`src/rtl/rns_add_arbiter.sv`:
```
// Round-robin arbiter sharing one WIDTH-bit carry-lookahead adder between N_REQ residue channels.
// Latency: accept to rsp_valid is 2 cycles (mod 2^W), or 3 cycles when an end-around-carry pass runs.
// Backpressure: one op in flight; the result holds until rsp_ready, and no grant is issued until then.
// Optional build macro RNS_ADD_STATS_EN adds saturating stat_ops / stat_eac counters.
module rns_add_arbiter #(
  parameter int N_REQ = 3,
  parameter int WIDTH = 6,
  localparam int IDW  = $clog2(N_REQ)
) (
  input  logic                   clk,
  input  logic                   rst_n,
  input  logic [N_REQ-1:0]       req_valid,
  output logic [N_REQ-1:0]       req_ready,
  input  logic [N_REQ*WIDTH-1:0] req_a,
  input  logic [N_REQ*WIDTH-1:0] req_b,
  input  logic [N_REQ-1:0]       req_mod1,
  output logic                   rsp_valid,
  input  logic                   rsp_ready,
  output logic [IDW-1:0]         rsp_id,
  output logic [WIDTH-1:0]       rsp_result,
  output logic                   rsp_cout
`ifdef RNS_ADD_STATS_EN
  ,
  output logic [15:0]            stat_ops,
  output logic [15:0]            stat_eac
`endif
);

  typedef enum logic [1:0] {
    IDLE = 2'd0,
    ADD  = 2'd1,
    EAC  = 2'd2,
    HOLD = 2'd3
  } state_t;

  state_t state;
  state_t next_state;

  // Latched operation and running result
  logic [WIDTH-1:0] a_r;
  logic [WIDTH-1:0] b_r;
  logic             mod1_r;
  logic [IDW-1:0]   id_r;
  logic [WIDTH-1:0] sum_r;
  logic             cout_r;
  logic [IDW-1:0]   rr_ptr;

  // Arbiter results
  logic [N_REQ-1:0] grant;
  logic             grant_any;
  logic [IDW-1:0]   grant_id;
  logic [WIDTH-1:0] sel_a;
  logic [WIDTH-1:0] sel_b;
  logic             sel_mod1;
  logic             accept;

  // Shared adder core
  logic [WIDTH-1:0] core_x;
  logic [WIDTH-1:0] core_y;
  logic             core_cin;
  logic [WIDTH-1:0] core_sum;
  logic             core_cout;
  logic [WIDTH:0]   carry;
  logic [WIDTH-1:0] gen;
  logic [WIDTH-1:0] prop;

  // Round-robin search from rr_ptr upward with wrap; first valid requester wins
  always_comb begin
    int idx;
    idx       = 0;
    grant     = '0;
    grant_any = 1'b0;
    grant_id  = '0;
    sel_a     = '0;
    sel_b     = '0;
    sel_mod1  = 1'b0;
    for (int k = 0; k < N_REQ; k++) begin
      idx = int'(rr_ptr) + k;
      if (idx >= N_REQ) begin
        idx = idx - N_REQ;
      end
      if (!grant_any && req_valid[idx]) begin
        grant_any  = 1'b1;
        grant[idx] = 1'b1;
        grant_id   = IDW'(idx);
        sel_a      = req_a[idx*WIDTH +: WIDTH];
        sel_b      = req_b[idx*WIDTH +: WIDTH];
        sel_mod1   = req_mod1[idx];
      end
    end
  end

  // Handshake can only happen in IDLE, where req_ready mirrors the grant
  assign accept = (state == IDLE) && grant_any;

  // Operand mux: first pass adds a+b, end-around pass adds the carry back into the sum
  always_comb begin
    core_x   = a_r;
    core_y   = b_r;
    core_cin = 1'b0;
    if (state == EAC) begin
      core_x   = sum_r;
      core_y   = '0;
      core_cin = 1'b1;
    end
  end

  // Flattened carry-lookahead: each carry is a sum of generate terms gated by propagate chains
  always_comb begin
    logic term;
    logic acc;
    term  = 1'b0;
    acc   = 1'b0;
    gen   = core_x & core_y;
    prop  = core_x ^ core_y;
    carry = '0;
    carry[0] = core_cin;
    for (int i = 0; i < WIDTH; i++) begin
      term = core_cin;
      for (int j = 0; j <= i; j++) begin
        term = term & prop[j];
      end
      acc = term;
      for (int j = 0; j <= i; j++) begin
        term = gen[j];
        for (int k = j + 1; k <= i; k++) begin
          term = term & prop[k];
        end
        acc = acc | term;
      end
      carry[i+1] = acc;
    end
    core_sum  = prop ^ carry[WIDTH-1:0];
    core_cout = carry[WIDTH];
  end

  // FSM state register
  always_ff @(posedge clk or negedge rst_n) begin
    if (!rst_n) begin
      state <= IDLE;
    end else begin
      state <= next_state;
    end
  end

  // FSM next state and handshake outputs
  always_comb begin
    next_state = state;
    req_ready  = '0;
    rsp_valid  = 1'b0;
    case (state)
      IDLE: begin
        req_ready = grant;
        if (grant_any) begin
          next_state = ADD;
        end
      end
      ADD: begin
        // A carry out of the first pass only matters for the mod 2^W-1 case
        if (mod1_r && core_cout) begin
          next_state = EAC;
        end else begin
          next_state = HOLD;
        end
      end
      EAC: begin
        next_state = HOLD;
      end
      HOLD: begin
        rsp_valid = 1'b1;
        if (rsp_ready) begin
          next_state = IDLE;
        end
      end
      default: begin
        next_state = IDLE;
      end
    endcase
  end

  // Operation capture, pointer advance and adder result registers
  always_ff @(posedge clk or negedge rst_n) begin
    if (!rst_n) begin
      a_r    <= '0;
      b_r    <= '0;
      mod1_r <= 1'b0;
      id_r   <= '0;
      sum_r  <= '0;
      cout_r <= 1'b0;
      rr_ptr <= '0;
    end else begin
      if (accept) begin
        a_r    <= sel_a;
        b_r    <= sel_b;
        mod1_r <= sel_mod1;
        id_r   <= grant_id;
        if (grant_id == IDW'(N_REQ - 1)) begin
          rr_ptr <= '0;
        end else begin
          rr_ptr <= grant_id + IDW'(1);
        end
      end
      if (state == ADD) begin
        sum_r  <= core_sum;
        cout_r <= core_cout;
      end
      // The end-around pass cannot carry out again, so only the sum is updated
      if (state == EAC) begin
        sum_r <= core_sum;
      end
    end
  end

  // All-ones is the second encoding of zero in mod 2^W-1; present it as 0
  assign rsp_result = (mod1_r && (&sum_r)) ? '0 : sum_r;
  assign rsp_id     = id_r;
  assign rsp_cout   = cout_r;

`ifdef RNS_ADD_STATS_EN
  // Saturating counters of completed responses and end-around-carry passes
  always_ff @(posedge clk or negedge rst_n) begin
    if (!rst_n) begin
      stat_ops <= '0;
      stat_eac <= '0;
    end else begin
      if (rsp_valid && rsp_ready && (stat_ops != 16'hFFFF)) begin
        stat_ops <= stat_ops + 16'd1;
      end
      if ((state == EAC) && (stat_eac != 16'hFFFF)) begin
        stat_eac <= stat_eac + 16'd1;
      end
    end
  end
`endif

endmodule

```
`config.mk`:
```
export PLATFORM = sky130hd
export DESIGN_NAME = rns_add_arbiter
export DESIGN_NICKNAME = d
export VERILOG_FILES = /design/src/rtl/rns_add_arbiter.sv
export SDC_FILE = /design/constraint.sdc
export NUM_CORES = 1
export LEC_CHECK = 0
export BUFFER_PORTS_ARGS = -buffer_cell sky130_fd_sc_hd__buf_2
export CELL_PAD_IN_SITES_DETAIL_PLACEMENT = 1
export CELL_PAD_IN_SITES_GLOBAL_PLACEMENT = 2
export CORE_ASPECT_RATIO = 2
export CORE_UTILIZATION = 40
export DETAILED_ROUTE_END_ITERATION = 6
export PLACE_DENSITY = 0.91
export SYNTH_ARGS = -nofsm -noshare
export SYNTH_HDL_FRONTEND = slang
export SYNTH_SLANG_ARGS = --single-unit
```
`constraint.sdc`:
```
create_clock -name clk -period 8.4 [get_ports clk]
set_input_delay 0.84 -clock clk [delete_from_list [all_inputs] [get_ports clk]]
set_output_delay 0.84 -clock clk [all_outputs]
set_load 0.03 [all_outputs]
```
==> metrics.csv, run 1 <==
stage;metric;value;unit
grt;largest net degree at the start of global routing;59;
worst_setup_path;Worst EP required;7.56;ns
timing;pins over their slew limit;0;
timing;Final setup viols;0;
pwr;Tot Pwr;0.00217;W
clock_network;H-tree levels;1;
worst_setup_path;Critical Path AT;3.44;ns
min_path;hold depth;1;
yosys;synth cell count leaders;mux2i_1 (58), nand2_1 (50), nor2_1 (37);
clock_network;Max Buffers Root-to-Sink;2;
placement;buffers added on ports;57;
yosys;Synth Instances;503;
timing;final worst path period share;50.9;%
route;total vias in the final route;4392;
yosys;top-area cell type share of the netlist area;17.1;%
yosys;Post-Syn Nets;570;
die;IO Pins;58;
yosys;sequential fraction of the synthesis area;14.6;%
clock_network;Clock Latency Late Sink;0.27;ns
pwr;leak pwr;1.91;nW
placement;Place WS;4.49;ns
placement;DPL Wire Length;12.0;mm
clock_network;Clock Tree Root;clkbuf_16;
timing;clock skew;0.00327;ns
route;WL final;15.6;mm
min_path;Min-Delay Path Class;reg2reg;
route;total iterations of the first detailed-routing run;4;
flow_run;Max Cap Viol;0;
yosys;post-synth top area cell;mux4_2;
grt;vias in the first global route;4686;
timing;Final Hold Fails;0;
yosys;synth warn;0;
timing;total negative slack;0;ns
route;drt drc;0;
yosys;post-synth cell types;63;
worst_setup_path;largest fanout on the critical path;44;
timing;min cycle time layout;4.28;ns
route;DR vias/cell;6.53;
route;DRT iter0 DRCs;214;
worst_setup_path;register-to-register setup slack;4.49;ns
timing;Worst Setup Slack, final;4.12;ns
finish;Multi-input gate area;3560;sq um
yosys;number of flops mapped to enable cells by yosys;0;
grt;total gr overflow;0;
yosys;synth top area cells;mux4_2 (17%), dfrtp_1 (15%), mux2i_1 (13%);
worst_setup_path;CP Launch Type;register;
clock_network;cts hold-fix bufs;0;
die;Horiz. Die Dim;76.8;um
timing;Slew @ Worst Pin;1.11;ns
grt;initial antenna violation count;0;
finish;P&R area growth vs syn;9.24;%
clock_network;number of post-CTS setup repair buffers;0;
yosys;Primary FF master, synth;dfrtp_1;
worst_setup_path;Critical R2R Launch;rr_ptr[1];
finish;diode count;0;
worst_setup_path;depth of the worst register-to-register path;9;
die;total core area;10900;sq um
finish;Storage cell area;651;sq um
worst_setup_path;class of the most critical setup path;reg2out;
pwr;Cell Pwr Density;444;nW/um^2
finish;Filler cells;1316;
placement;dpl cell area;4790;sq um
yosys;mean post-synth cell area;8.89;sq um
yosys;ys async rst share;100;%
finish;cell area after layout;4880;sq um
worst_setup_path;launching element of the worst setup path;rr_ptr[1];
clock_network;# clock sinks;26;
clock_network;CTS tree;built;
finish;Final nets;601;
worst_setup_path;Worst setup EP type;output port;
die;full die area;11600;sq um
pwr;VDD IR max;0.000185;V
die;Die Span Y;152;um
die;initial core utilization;41.1;%
grt;Total Routing Usage GR;27.7;%
timing;RSZ-0062 raised after global routing;no;
die;Cell Rows;54;
outcome;status;complete, no violations;
placement;GP Congestion;0.907;
worst_setup_path;Critical Path Sink;req_ready[1];
finish;share of cells above drive strength 1;24.0;%
timing;fmax;234;MHz
clock_network;Reg clk slew, reported paths;0.06;ns
route;ANT nets after route;0;
finish;Post-Layout Cell Count;673;
yosys;most common cell in the netlist;mux2i_1;
route;DR WL/cell;23.2;um
yosys;mapped cell area;4470;sq um
timing;Max-Slew Margin vs Limit;26.2;%
clock_network;CTS Buf Count;3;
clock_network;post-CTS sizing;0;
worst_setup_path;Reg-to-Reg End;a_r[2];
placement;placed instance count;669;
yosys;#FFs+latches synth;26;
grt;global-route wire length before repair;25.0;mm
==> worst min path at each step <==
stage               startpoint  endpoint
floorplan               a_r[4]    a_r[4]
global placement      rsp_cout  rsp_cout
CTS                   rsp_cout  rsp_cout
finish                rsp_cout  rsp_cout
global route          rsp_cout  rsp_cout
detailed placement    rsp_cout  rsp_cout
==> worst max-delay path, cell delays in order, from the launching register on <==
cell and delay [ns]:
dfrtp_1 0.45, inv_1 0.17, ha_2 0.94, mux2i_2 0.17, mux2_2 0.37, nor2_1 0.35, a21boi_0 0.20, a21oi_1 0.24
buf_2 0.24
==> cell type report <==
class | count | share of cell area (%)
Clock buffer | 4 | 1.82
Tap cell | 140 | 3.59
Multi-Input combinational cell | 420 | 72.9
Timing Repair Buffer | 64 | 6.92
Inverter | 19 | 1.46
Sequential cell | 26 | 13.3
==> layer usage <==
metal | GRT usage, % | wire length, um | vias to the layer above
met4 | 15.7 | 737 | 0
met1 | 29.8 | 5650 | 2208
met2 | 52.9 | 8580 | 154
li1 | - | - | 1985
met3 | 1.74 | 620 | 45
met5 | 0 | 0 | -
==> power breakdown <==
group          internal, W  switching, W  leakage, nW
clock            0.0000732     0.0000484       0.0442
sequential        0.000195     0.0000478        0.307
combinational     0.000761       0.00104         1.55
==> layout by cell type (no fill, tap or decap), drive strengths merged, types with 3 or more instances in the layout <==
cell type	n
buf	64
mux2i	60
nand2	50
nor2	37
mux4	34
o21ai	27
dfrtp	26
a21oi	21
ha	19
nand3	18
inv	18
nor2b	17
a31oi	14
mux2	13
o211ai	11
nand2b	8
and2	8
o21a	6
a22oi	6
a211oi	6
o32a	6
nor3	5
a2bb2oi	4
o22ai	4
clkbuf	4
a21boi	3
a311oi	3
a32oi	3
fa	3
o31ai	3
a2111oi	3
==> metrics by stage <==
stage	util (%)	hold WS, ns
detailed placement	44.1	0.467
CTS	44.9	0.481
floorplan	-	0.446
global route	44.9	0.509
finish	44.9	0.476
global placement	44.1	0.455
==> flip-flops by register name, summed over array words and instances (netlist names) <==
register	flops
rsp_cout	1
rr_ptr	2
sum_r	6
state	2
a_r	6
mod1_r	1
b_r	6
rsp_id	2
==> cells by family after synthesis <==
kind of cell,after synthesis,share of synthesized area (%)
XOR/XNOR,4,0.784
flip-flops,26,14.6
multiplexers,107,34.0
adder cells (fa/ha/maj),22,6.66
other,1,0.0839
AND/OR/NAND/NOR,153,16.2
AO/OA/AOI/OAI,133,21.4
buffers and inverters,57,6.27
Note: power is estimated with default switching activity, not from simulation.
==> inputs of run 2 (changes only) <==
Settings changed: CORE_UTILIZATION 40 to 33, PLACE_DENSITY 0.91 to 0.81.
Clock period 8.4 ns to 3.5 ns, I/O delays scaled along.
==> run 2 against run 1 <==
  * The run now ends with design-rule violations left
  * Sequential power is 140% higher
  * Power is 150% higher
  * Critical path depth stayed put
  * Register-to-register slack worse by 4.1 ns
  * Core utilization is 6.8 points lower
  * Largest power group unchanged
  * Worst setup slack worse by 3.9 ns
==> metrics.csv, run 2 (same netlist as run 1, synthesis figures left out) <==
stage;metric;value;unit;change
worst_setup_path;Worst EP required;3.15;ns;was 7.56 ns
pwr;clock power share;6.6;%;was 5.6%
grt;global-route wire length before repair;26.6;mm;was 25.0 mm
clock_network;H-tree levels;1;;unchanged
timing;total negative slack;0;ns;unchanged
clock_network;cts hold-fix bufs;0;;unchanged
clock_network;number of post-CTS setup repair buffers;0;;unchanged
worst_setup_path;Max stage delay on crit path;0.47;ns;was 0.94 ns
finish;Final nets;610;;was 601
finish;commonest non-fill, non-tap cells in the layout;mux2i_1 (58), buf_2 (57), nand2_1 (50);;unchanged
worst_setup_path;CP Launch Type;register;;unchanged
finish;Largest regs;a_r (6), b_r (6), sum_r (6);;unchanged
placement;DPL Wire Length;12.6;mm;was 12.0 mm
route;DRT iter0 DRCs;219;;was 214
timing;Max-Slew Margin vs Limit;43.7;%;was 26.2%
clock_network;Clock Latency Late Sink;0.27;ns;about the same
timing;pins over their slew limit;0;;unchanged
worst_setup_path;CP max-delay cell;o21ai_0;;was ha_2
die;total core area;13100;sq um;was 10,900 sq um
timing;Final Hold Fails;0;;unchanged
outcome;status;complete, but fails checks;;was complete, no violations
pwr;switching power;0.00280;W;was 0.00114 W
pwr;sw frac;51.9;%;was 52.6%
finish;share of cells above drive strength 1;25.3;%;was 24.0%
worst_setup_path;Worst setup EP type;output port;;unchanged
pwr;Gate power share;82.6;%;was 83.2%
finish;Post-Layout Cell Count;694;;was 673
timing;Slew @ Worst Pin;0.837;ns;was 1.11 ns
die;initial core utilization;34.0;%;was 41.1%
grt;vias in the first global route;4800;;was 4,686
die;IO Pins;58;;unchanged
route;DR WL/cell;23.7;um;was 23.2 um
clock_network;# clock sinks;26;;unchanged
clock_network;post-CTS sizing;0;;unchanged
grt;largest net degree at the start of global routing;69;;was 59
clock_network;CTS tree;built;;unchanged
grt;total gr overflow;0;;unchanged
pwr;Tot Pwr;0.00540;W;was 0.00217 W
route;DR vias/cell;6.40;;was 6.53
worst_setup_path;CP cell instances;inv_1 > ha_4 > buf_12 > mux2i_1 > o21ai_0 > nand3_1 > a311oi_1 > buf_2;;was inv_1 > ha_2 > mux2i_2 > mux2_2 > nor2_1 > a21boi_0 > a21oi_1 > buf_2
pwr;Sequential Power Share;10.8;%;was 11.2%
worst_setup_path;largest fanout on the critical path;68;;was 44
finish;commonest non-fill, non-tap cell in the layout;mux2i_1;;unchanged
timing;RSZ-0062 raised after global routing;no;;unchanged
route;total iterations of the first detailed-routing run;6;;was 4
timing;Fin Hold WS;0.101;ns;was 0.476 ns
timing;Final setup viols;0;;unchanged
placement;buffers added on ports;57;;unchanged
flow_run;Max Cap Viol;0;;unchanged
die;full die area;14000;sq um;was 11,600 sq um
timing;final worst path period share;94.0;%;
clock_network;Reg clk slew, reported paths;0.07;ns;was 0.06 ns
die;Die Span Y;167;um;was 152 um
pwr;leak pwr;1.96;nW;was 1.91 nW
timing;fmax;304;MHz;
clock_network;Max Buffers Root-to-Sink;2;;unchanged
pwr;Cell Pwr Density;1080;nW/um^2;was 444 nW/um^2
placement;GP Congestion;0.986;;was 0.907
route;total vias in the final route;4442;;was 4,392
finish;diode count;0;;unchanged
clock_network;Clock Tree Root;clkbuf_16;;unchanged
timing;clock skew;0.00334;ns;was 0.00327 ns
grt;Total Routing Usage GR;24.2;%;was 27.7%
finish;P&R area growth vs syn;12.0;%;was 9.24%
pwr;VDD IR max;0.000553;V;was 0.000185 V
grt;initial antenna violation count;0;;unchanged
outcome;failing checks;design-rule violations;;
worst_setup_path;Critical Path AT;2.94;ns;was 3.44 ns
die;Horiz. Die Dim;84.3;um;was 76.8 um
placement;placed instance count;690;;was 669
timing;min cycle time layout;3.29;ns;
worst_setup_path;class of the most critical setup path;reg2out;;unchanged
min_path;Min-Delay Path Class;in2async;;was reg2reg
route;ANT nets after route;0;;unchanged
pwr;Int Power;0.00259;W;was 0.00103 W
die;Cell Rows;59;;was 54
route;WL final;16.4;mm;was 15.6 mm
route;drt drc;6;;was 0
finish;utilization after layout;38.1;%;was 44.9%
clock_network;CTS Buf Count;3;;unchanged
run 2: per-layer routing:
layer,GRT usage [%],vias up,routed length [um]
met1,26.3,2270,5860
met5,0,-,0
met4,12.5,0,833
met3,1.34,41,639
li1,-,1999,-
met2,46.2,132,9110
run 2: worst paths after layout:
path,startpoint,to,slack (ns),cells past startpoint
worst max-delay path,rr_ptr[1],req_ready[0],0.21,8
worst min-delay path,rst_n,rr_ptr[1],0.10,1
worst max register to register,rr_ptr[1],a_r[2],0.35,11
worst min register to register,rsp_cout,rsp_cout,0.48,1
max in group asynchronous,rst_n,a_r[5],2.97,1
min in group clk,rsp_cout,rsp_cout,0.48,1
run 2: final cells by class:
type	instances	area (sq um)
clock buffer	3	75.1
clock inverter	1	30.0
fill	1554	8130
inverter	19	71.3
multi-input combinational	420	3560
sequential	26	651
tap	152	190
timing repair buffer	73	430
run 2: per-stage QoR:
stage | worst slack [ns] | area (sq um)
after global routing | 0.0813 | 5010
after global placement | 0.419 | 4900
after floorplan | 0.0495 | 4470
final | 0.209 | 5010
after detailed placement | 0.400 | 4900
after CTS | 0.211 | 5010
run 2: worst max-delay path, delay by kind of cell, from the launching register on:
kind | cells | cell delay [ns]
compound gates | 2 | 0.86
fa+ha+maj | 1 | 0.31
buf+inv | 3 | 0.70
flops | 1 | 0.44
mux | 1 | 0.16
simple gates | 1 | 0.13
run 2: power by group through the flow:
stage | clock network, W | logic [W] | registers, W
2_1_floorplan | 0 | 0.00336 | 0.000577
3_3_place_gp | 0 | 0.00432 | 0.000586
3_5_place_dp | 0 | 0.00444 | 0.000596
4_1_cts | 0.000362 | 0.00447 | 0.000589
5_1_grt | 0.000373 | 0.00484 | 0.000608
6_report | 0.000356 | 0.00446 | 0.000585
